[src/rtl/demux_pkg.sv]
// rtl/demux_pkg.sv - shared select encoding and widths for the datapath mux/demux
package demux_pkg;

    localparam int DEF_DATA_W = 32;
    localparam int DEF_CNT_W  = 16;

    localparam logic [1:0] SEL_A = 2'b01;
    localparam logic [1:0] SEL_B = 2'b00;

    typedef enum logic [1:0] {
        OCC_EMPTY = 2'd0,
        OCC_ONE   = 2'd1,
        OCC_FULL  = 2'd2
    } occ_e;

    // Codes 10/11 both mean "discard this beat".
    function automatic logic is_drop(input logic [1:0] sel);
        return sel[1];
    endfunction

endpackage

[src/rtl/demux_fifo2.sv]
// rtl/demux_fifo2.sv - 2-entry synchronous FIFO with registered head
module demux_fifo2
    import demux_pkg::*;
#(
    parameter int DATA_W = DEF_DATA_W
) (
    input  logic              clk,
    input  logic              rst_n,
    input  logic              push,
    input  logic [DATA_W-1:0] push_data,
    input  logic              pop,
    output logic [DATA_W-1:0] head_data,
    output logic [1:0]        occ
);

    occ_e              occ_q, occ_d;
    logic [DATA_W-1:0] head_q, head_d;
    logic [DATA_W-1:0] tail_q, tail_d;

    always_comb begin
        occ_d  = occ_q;
        head_d = head_q;
        tail_d = tail_q;
        unique case (occ_q)
            OCC_EMPTY: begin
                if (push) begin
                    head_d = push_data;
                    occ_d  = OCC_ONE;
                end
            end
            OCC_ONE: begin
                if (push && pop) begin
                    head_d = push_data;
                end else if (push) begin
                    tail_d = push_data;
                    occ_d  = OCC_FULL;
                end else if (pop) begin
                    occ_d = OCC_EMPTY;
                end
            end
            OCC_FULL: begin
                // A push while full is only honoured together with a pop.
                if (pop) begin
                    head_d = tail_q;
                    if (push) begin
                        tail_d = push_data;
                    end else begin
                        occ_d = OCC_ONE;
                    end
                end
            end
            default: occ_d = OCC_EMPTY;
        endcase
    end

    always_ff @(posedge clk or negedge rst_n) begin
        if (!rst_n) begin
            occ_q  <= OCC_EMPTY;
            head_q <= '0;
            tail_q <= '0;
        end else begin
            occ_q  <= occ_d;
            head_q <= head_d;
            tail_q <= tail_d;
        end
    end

    assign head_data = head_q;
    assign occ       = occ_q;

endmodule

[src/rtl/output_demux.sv]
// rtl/output_demux.sv - routes one result stream to two buffered destinations
module output_demux
    import demux_pkg::*;
#(
    parameter int DATA_W = DEF_DATA_W,
    parameter int CNT_W  = DEF_CNT_W
) (
    input  logic              clk,
    input  logic              rst_n,
    input  logic [DATA_W-1:0] in_data,
    input  logic [1:0]        in_sel,
    input  logic              in_valid,
    output logic              in_ready,
    output logic [DATA_W-1:0] a_data,
    output logic              a_valid,
    input  logic              a_ready,
    output logic [DATA_W-1:0] b_data,
    output logic              b_valid,
    input  logic              b_ready,
    input  logic              clr_cnt,
    output logic [CNT_W-1:0]  a_cnt,
    output logic [CNT_W-1:0]  b_cnt,
    output logic [CNT_W-1:0]  drop_cnt
);

    localparam logic [CNT_W-1:0] CNT_MAX = {CNT_W{1'b1}};
    localparam logic [CNT_W-1:0] CNT_ONE = {{(CNT_W-1){1'b0}}, 1'b1};

    logic [1:0] a_occ, b_occ;
    logic       a_push, b_push, a_pop, b_pop, drop_acc;

    logic [CNT_W-1:0] a_cnt_q, a_cnt_d;
    logic [CNT_W-1:0] b_cnt_q, b_cnt_d;
    logic [CNT_W-1:0] drop_cnt_q, drop_cnt_d;

    assign a_valid = (a_occ != 2'd0);
    assign b_valid = (b_occ != 2'd0);
    assign a_pop   = a_valid && a_ready;
    assign b_pop   = b_valid && b_ready;

    // Registered occupancy only: consumer ready never reaches in_ready.
    always_comb begin
        in_ready = 1'b1;
        if (in_sel == SEL_A) begin
            in_ready = (a_occ != 2'd2);
        end else if (in_sel == SEL_B) begin
            in_ready = (b_occ != 2'd2);
        end
    end

    assign a_push   = in_valid && in_ready && (in_sel == SEL_A);
    assign b_push   = in_valid && in_ready && (in_sel == SEL_B);
    assign drop_acc = in_valid && is_drop(in_sel);

    demux_fifo2 #(.DATA_W(DATA_W)) u_fifo_a (
        .clk       (clk),
        .rst_n     (rst_n),
        .push      (a_push),
        .push_data (in_data),
        .pop       (a_pop),
        .head_data (a_data),
        .occ       (a_occ)
    );

    demux_fifo2 #(.DATA_W(DATA_W)) u_fifo_b (
        .clk       (clk),
        .rst_n     (rst_n),
        .push      (b_push),
        .push_data (in_data),
        .pop       (b_pop),
        .head_data (b_data),
        .occ       (b_occ)
    );

    // Saturating counters; clear wins over a same-cycle increment.
    always_comb begin
        a_cnt_d    = a_cnt_q;
        b_cnt_d    = b_cnt_q;
        drop_cnt_d = drop_cnt_q;
        if (clr_cnt) begin
            a_cnt_d    = '0;
            b_cnt_d    = '0;
            drop_cnt_d = '0;
        end else begin
            if (a_pop && (a_cnt_q != CNT_MAX)) a_cnt_d = a_cnt_q + CNT_ONE;
            if (b_pop && (b_cnt_q != CNT_MAX)) b_cnt_d = b_cnt_q + CNT_ONE;
            if (drop_acc && (drop_cnt_q != CNT_MAX)) drop_cnt_d = drop_cnt_q + CNT_ONE;
        end
    end

    always_ff @(posedge clk or negedge rst_n) begin
        if (!rst_n) begin
            a_cnt_q    <= '0;
            b_cnt_q    <= '0;
            drop_cnt_q <= '0;
        end else begin
            a_cnt_q    <= a_cnt_d;
            b_cnt_q    <= b_cnt_d;
            drop_cnt_q <= drop_cnt_d;
        end
    end

    assign a_cnt    = a_cnt_q;
    assign b_cnt    = b_cnt_q;
    assign drop_cnt = drop_cnt_q;

endmodule

[config.mk]
export PLATFORM = sky130hd
export DESIGN_NAME = output_demux
export DESIGN_NICKNAME = d
export VERILOG_FILES = /design/src/rtl/demux_pkg.sv /design/src/rtl/demux_fifo2.sv /design/src/rtl/output_demux.sv
export SDC_FILE = /design/constraint.sdc
export NUM_CORES = 1
export LEC_CHECK = 0
export BUFFER_PORTS_ARGS = -buffer_cell sky130_fd_sc_hd__buf_2
export CORE_MARGIN = 4
export CORE_UTILIZATION = 35
export DETAILED_ROUTE_END_ITERATION = 10
export REMOVE_ABC_BUFFERS = 1
export SETUP_SLACK_MARGIN = 0.15
export SYNTH_ARGS = -nofsm -noshare
export SYNTH_HDL_FRONTEND = slang
export SYNTH_SLANG_ARGS = --single-unit
[constraint.sdc]
create_clock -name clk -period 1.9 [get_ports clk]
set_input_delay 0.38 -clock clk [delete_from_list [all_inputs] [get_ports clk]]
set_output_delay 0.38 -clock clk [all_outputs]
set_load 0.02 [all_outputs]
==> out/metrics.csv, run 1 <==
metric,value,unit
status,"complete, but fails checks",
violations,negative setup slack,
worstHoldPathType,input pin to flop,
fmax,520,MHz
cap_violations,0,
first_pass_iters,4,
antenna_found_initial,3,
crit_slowest_cell,dfrtp_1,
synth_warnings,0,
fin_tns_setup,-24.6,ps
finish.net_count,985,
synth_area,0.00836,sq mm
syn_area_per_cell,11.9,sq um
cp_common_cell,buf_6,
setup_violations,1,
wl_per_cell,17.6,microns
slew_headroom,0.742,
vias_per_cell,5.10,
synth-main-ff-cell,dfrtp_1,
dp_slack,-259,ps
worst_pin_slew,384,ps
max_stage_delay,400,ps
syn_to_final_growth,39.4,%
core,0.0235,sq mm
num_vias,6498,
path_delay_family,flip-flops,
cp-start-kind,flop,
htree_levels,4,
clock_latency,430,ps
die_x,163,microns
power_frac_clock,0.333,
ant_nets,0,
place_congestion,0.792,
grt_pass1_wl,35.6,mm
cts_sinks,180,
cts_buffers,17,
p_switching,3.30,mW
fin_crit,1920,ps
ys_seq_area_frac,0.539,
cp_cell_sequence,buf_6 > nor2b_4 > mux2i_1 > or2_4 > buf_6,
worstSetupEndpointType,primary output,
dp_hpwl,14.0,mm
start_util,0.356,
die_area,0.0264,sq mm
ys_top_cells_by_area,"dfrtp_1 54%, mux2_2 19%, mux2i_1 4.3%",
cts-root-buf,clkbuf_16,
drtIter0Drc,379,
final.setup_skew,12.8,ps
path_clk_slew,70,ps
fp-row-count,56,
diodes,0,
path_class,flop to primary output,
worstPathRequired,1520,ps
peakVddDrop,0.000536,V
grt_pass1_vias,6512,
final_util,0.497,
swShare,0.298,
synth-seq-cells,180,
final-hold-violation-count,0,
io_pins,155,
drt_drc_violations_left,0,
drive_gt1_frac,0.502,
synth-edff-count,0,
min_period_over_period,1.01,
grt_usage,0.168,
power_leakage,5.45,nW
cp_max_fo,3,
ys_types,43,
cts_buffer_depth,2,
cts_tree,done,
drv_slew,0,
crit_buf_inv,2,
synth_top_area_share,0.539,
async_flop_share,1.00,
finalWorstSetupSlack,-24.6,ps
powerDensity,948,mW/mm^2
pwr-share-comb,0.217,
dieHeight,163,microns
p_int,7.76,mW
portBuffers,154,
cp.arrival,1540,ps
rsz0062_at_grt,yes,
drt_wl_total,22.5,mm
synth_top_cell_by_area,dfrtp_1,
grt-ovfl-total,0,
grt_max_degree,51,
hold_slack,226,ps
syn_inst,704,
power_frac_seq,0.450,
synth_stat cells (all sizes together), types with 13 or more instances:
library cell	n
or4	22
nor2b	15
mux2	142
nand4	13
a21oi	31
clkbuf	29
dfrtp	180
nand2	52
o21ai	40
mux2i	36
o31ai	19
nor2	21
nand3	18
sequential cells by signal, summed over array words and instances (netlist names):
name                cells
u_fifo_a.head_data     32
u_fifo_a.tail_q        32
u_fifo_b.head_data     32
u_fifo_b.tail_q        32
a_cnt                  16
b_cnt                  16
drop_cnt               16
u_fifo_a.occ            2
u_fifo_b.occ            2
per-stage QoR:
| stage | std cells | cell area (sq um) | total power [mW] |
|---|---|---|---|
| final | 1274 | 11700 | 11.1 |
| after global routing | 1274 | 11700 | 11.6 |
| after CTS | 1267 | 11400 | 11.2 |
| after detailed placement | 1207 | 10000 | 7.14 |
| after global placement | 1207 | 10000 | 7.07 |
| after floorplan | 668 | 8220 | 6.22 |
final cells by class:
class                      instances  area, sq um
multi-input combinational        477         4160
clock buffer                      17          425
sequential                       180         4510
tap                              319          399
timing repair buffer             255         1940
fill                            2175        11800
inverter                          11         41.3
clock inverter                    15          190
timing repair:
action / in CTS / in global routing
setup endpoints to repair: 57 / 98
endpoints found under the hold margin: 34 / 0
pin swaps: 5 / 11
hold buffers: 1 / 0
buffers inserted: 21 / 6
gates resized for setup: 105 / 40
cloned: 6 / 1
metal layers:
layer	share of wire	GRT usage	vias to the layer above
met5	0.00062	0	-
met4	0.0084	0.0374	4
met3	0.067	0.0499	16
met2	0.47	0.268	151
met1	0.45	0.229	3253
li1	-	-	3074
worst paths after layout:
check | slack, ps | to | startpoint | depth (start not counted)
max in group asynchronous | 840 | u_fifo_b.head_data[30] | rst_n | 3
worst min-delay path | 230 | u_fifo_a.tail_q[18] | in_data[18] | 2
worst max register to register | 60 | u_fifo_b.head_data[21] | u_fifo_b.occ[1] | 8
min in group asynchronous | 460 | b_cnt[4] | rst_n | 2
worst min register to register | 470 | u_fifo_a.head_data[28] | u_fifo_a.head_data[28] | 2
worst max-delay path | -20 | in_ready | u_fifo_a.occ[0] | 5
kinds of logic after synthesis:
kind of cell | synth area share
AOI/OAI and AO/OA | 0.0790
adders and majority gates | 0.00449
xor gates and xnor gates | 0.00105
muxes | 0.234
DFF | 0.539
and+or+nand+nor | 0.121
buffers and inverters | 0.0217
cells in the final DEF (no fill, tap or decap), drive strengths merged, types with 15 or more instances in the layout:
cell type / instances
mux2: 142
nor2: 21
a21oi: 31
o31ai: 19
nand3: 18
buf: 252
o21ai: 40
clkbuf: 19
mux2i: 36
nand2: 52
dfrtp: 180
nor2b: 15
or4: 22
inv: 17
power by group through the flow:
stage                     registers, mW  logic [mW]  clock network, mW
after floorplan                    5.41       0.810                  0
after global placement             5.00        2.07                  0
after detailed placement           5.02        2.12                  0
after CTS                          4.97        2.40               3.79
after global routing               5.07        2.61               3.95
final                              4.98        2.40               3.68
No activity file was read; power rests on OpenSTA's default activity.
==> run 2, diff against run 1 <==
--- a/config.mk
+++ b/config.mk
@@ -11,6 +11,7 @@
 export DETAILED_ROUTE_END_ITERATION = 10
 export REMOVE_ABC_BUFFERS = 1
 export SETUP_SLACK_MARGIN = 0.15
+export SKIP_LAST_GASP = 1
 export SYNTH_ARGS = -nofsm -noshare
 export SYNTH_HDL_FRONTEND = slang
 export SYNTH_SLANG_ARGS = --single-unit
==> out/metrics.csv, run 2 (synthesis results as in run 1) <==
metric,value,unit
status,"complete, but fails checks",
violations,negative setup slack,
clock_latency,430,ps
peakVddDrop,0.000525,V
top_layer_used,met5,
worst_pin_slew,375,ps
first_pass_iters,4,
setup_violations,1,
dp_hpwl,14.0,mm
grt_pass1_wl,35.2,mm
cts_sinks,180,
core,0.0235,sq mm
syn_to_final_growth,38.3,%
grt-ovfl-total,0,
min_period_over_period,1.01,
worstHoldPathType,input pin to flop,
htree_levels,4,
drt_wl_total,22.3,mm
cts_buffer_depth,2,
worstHoldStart,in_data[18],
worstSetupEndpointType,primary output,
num-fill-cells,2179,
vias_per_cell,5.10,
fin_crit,1920,ps
instances_no_fill,1276,
diodes,0,
timing.rr.start,u_fifo_b.occ[1],
drtIter0Drc,358,
multi_input_area,0.00407,sq mm
ant_nets,0,
place_congestion,0.792,
grt_max_degree,51,
path_class,flop to primary output,
drt-met1-wl,10.1,mm
portBuffers,154,
dr_wl_met3,1.43,mm
cts-root-buf,clkbuf_16,
met2_length,10.6,mm
cp_max_fo,6,
grt_pass1_vias,6464,
fp-row-count,56,
die_area,0.0264,sq mm
die_x,163,microns
power_leakage,5.35,nW
final-hold-violation-count,0,
io_pins,155,
start_util,0.356,
grt_usage,0.166,
hold_slack,228,ps
drt_drc_violations_left,0,
cts_buffers,17,
worstPathRequired,1520,ps
mostFrequentLayoutCell,dfrtp_1,
register_area,0.00451,sq mm
slew_headroom,0.748,
cap_violations,0,
finish.net_count,987,
num_vias,6509,
fmax,520,MHz
cp.arrival,1540,ps
rsz0062_at_grt,yes,
path_clk_slew,70,ps
final.setup_skew,10.2,ps
drv_slew,0,
drive_gt1_frac,0.501,
wl_per_cell,17.5,microns
powerDensity,948,mW/mm^2
dp_cells,1207,
crit_start,u_fifo_b.occ[0],
dieHeight,163,microns
cp-start-kind,flop,
antenna_found_initial,3,
layout_common_cells,"179 x dfrtp_1, 150 x buf_2, 101 x mux2_2, 69 x buf_4, 51 x nand2_1",
cts_tree,done,
finalWorstSetupSlack,-23.4,ps
-- run 2: changes by cell type in the layout (fill, tap and decap cells not counted), sizes merged --
cell  previous run  this run
buf            252       254
-- run 2: final cells by class --
| type | count | area share |
|---|---|---|
| inverters | 11 | 0.00357 |
| flip-flops and latches | 180 | 0.390 |
| clock inverters | 15 | 0.0164 |
| repair buffers | 257 | 0.168 |
| well taps | 319 | 0.0345 |
| multi-input cells | 477 | 0.352 |
| clock buffers | 17 | 0.0368 |
-- run 2: report_power, final --
| group | total [mW] | leakage, nW | internal, mW | switching (mW) |
|---|---|---|---|---|
| registers | 4.97 | 2.32 | 4.57 | 0.397 |
| clock network | 3.68 | 0.296 | 2.01 | 1.67 |
| logic | 2.31 | 2.73 | 1.11 | 1.20 |
| total | 11.0 | 5.35 | 7.69 | 3.27 |
-- run 2: what timing repair did --
item | 4_1_cts | 5_1_grt
gates resized for setup | 68 | 49
hold buffers | 1 | 0
hold endpoints to repair | 34 | 0
pin swaps | 5 | 11
setup endpoints to repair | 57 | 98
gates cloned | 6 | 1
buffers inserted | 21 | 8
-- run 2: final timing paths --
path	end	slack (ps)	depth (start not counted)
min in group asynchronous	b_cnt[4]	460	2
worst min register to register	u_fifo_a.head_data[28]	470	2
worst max-delay path	in_ready	-20	5
worst max register to register	u_fifo_b.head_data[16]	60	8
max in group asynchronous	u_fifo_b.tail_q[30]	830	3
worst min-delay path	u_fifo_a.tail_q[18]	230	2
-- run 2: critical path: stages, from the launching register on --
cell	delay, ps
dfrtp_1	390
buf_6	140
nor2_4	140
mux2i_1	90
or2_4	230
buf_6	130
-- run 2: metrics by stage --
step / instance area, sq um / util / worst slack [ps] / setup TNS (ps) / total power, mW
5_1_grt: 11600 / 0.493 / -94.0 / -134 / 11.5
3_3_place_gp: 10000 / 0.428 / -214 / -13040 / 7.07
3_5_place_dp: 10000 / 0.428 / -259 / -14400 / 7.14
4_1_cts: 11300 / 0.481 / -72.9 / -72.9 / 11.0
6_report: 11600 / 0.493 / -23.4 / -23.4 / 11.0
2_1_floorplan: 8220 / - / -3000 / -153480 / 6.22
-- run 2: routing by layer --
layer,vias to the layer above,GRT usage
li1,3079,-
met1,3260,0.224
met2,152,0.267
met3,14,0.0499
met4,4,0.0374
met5,-,0
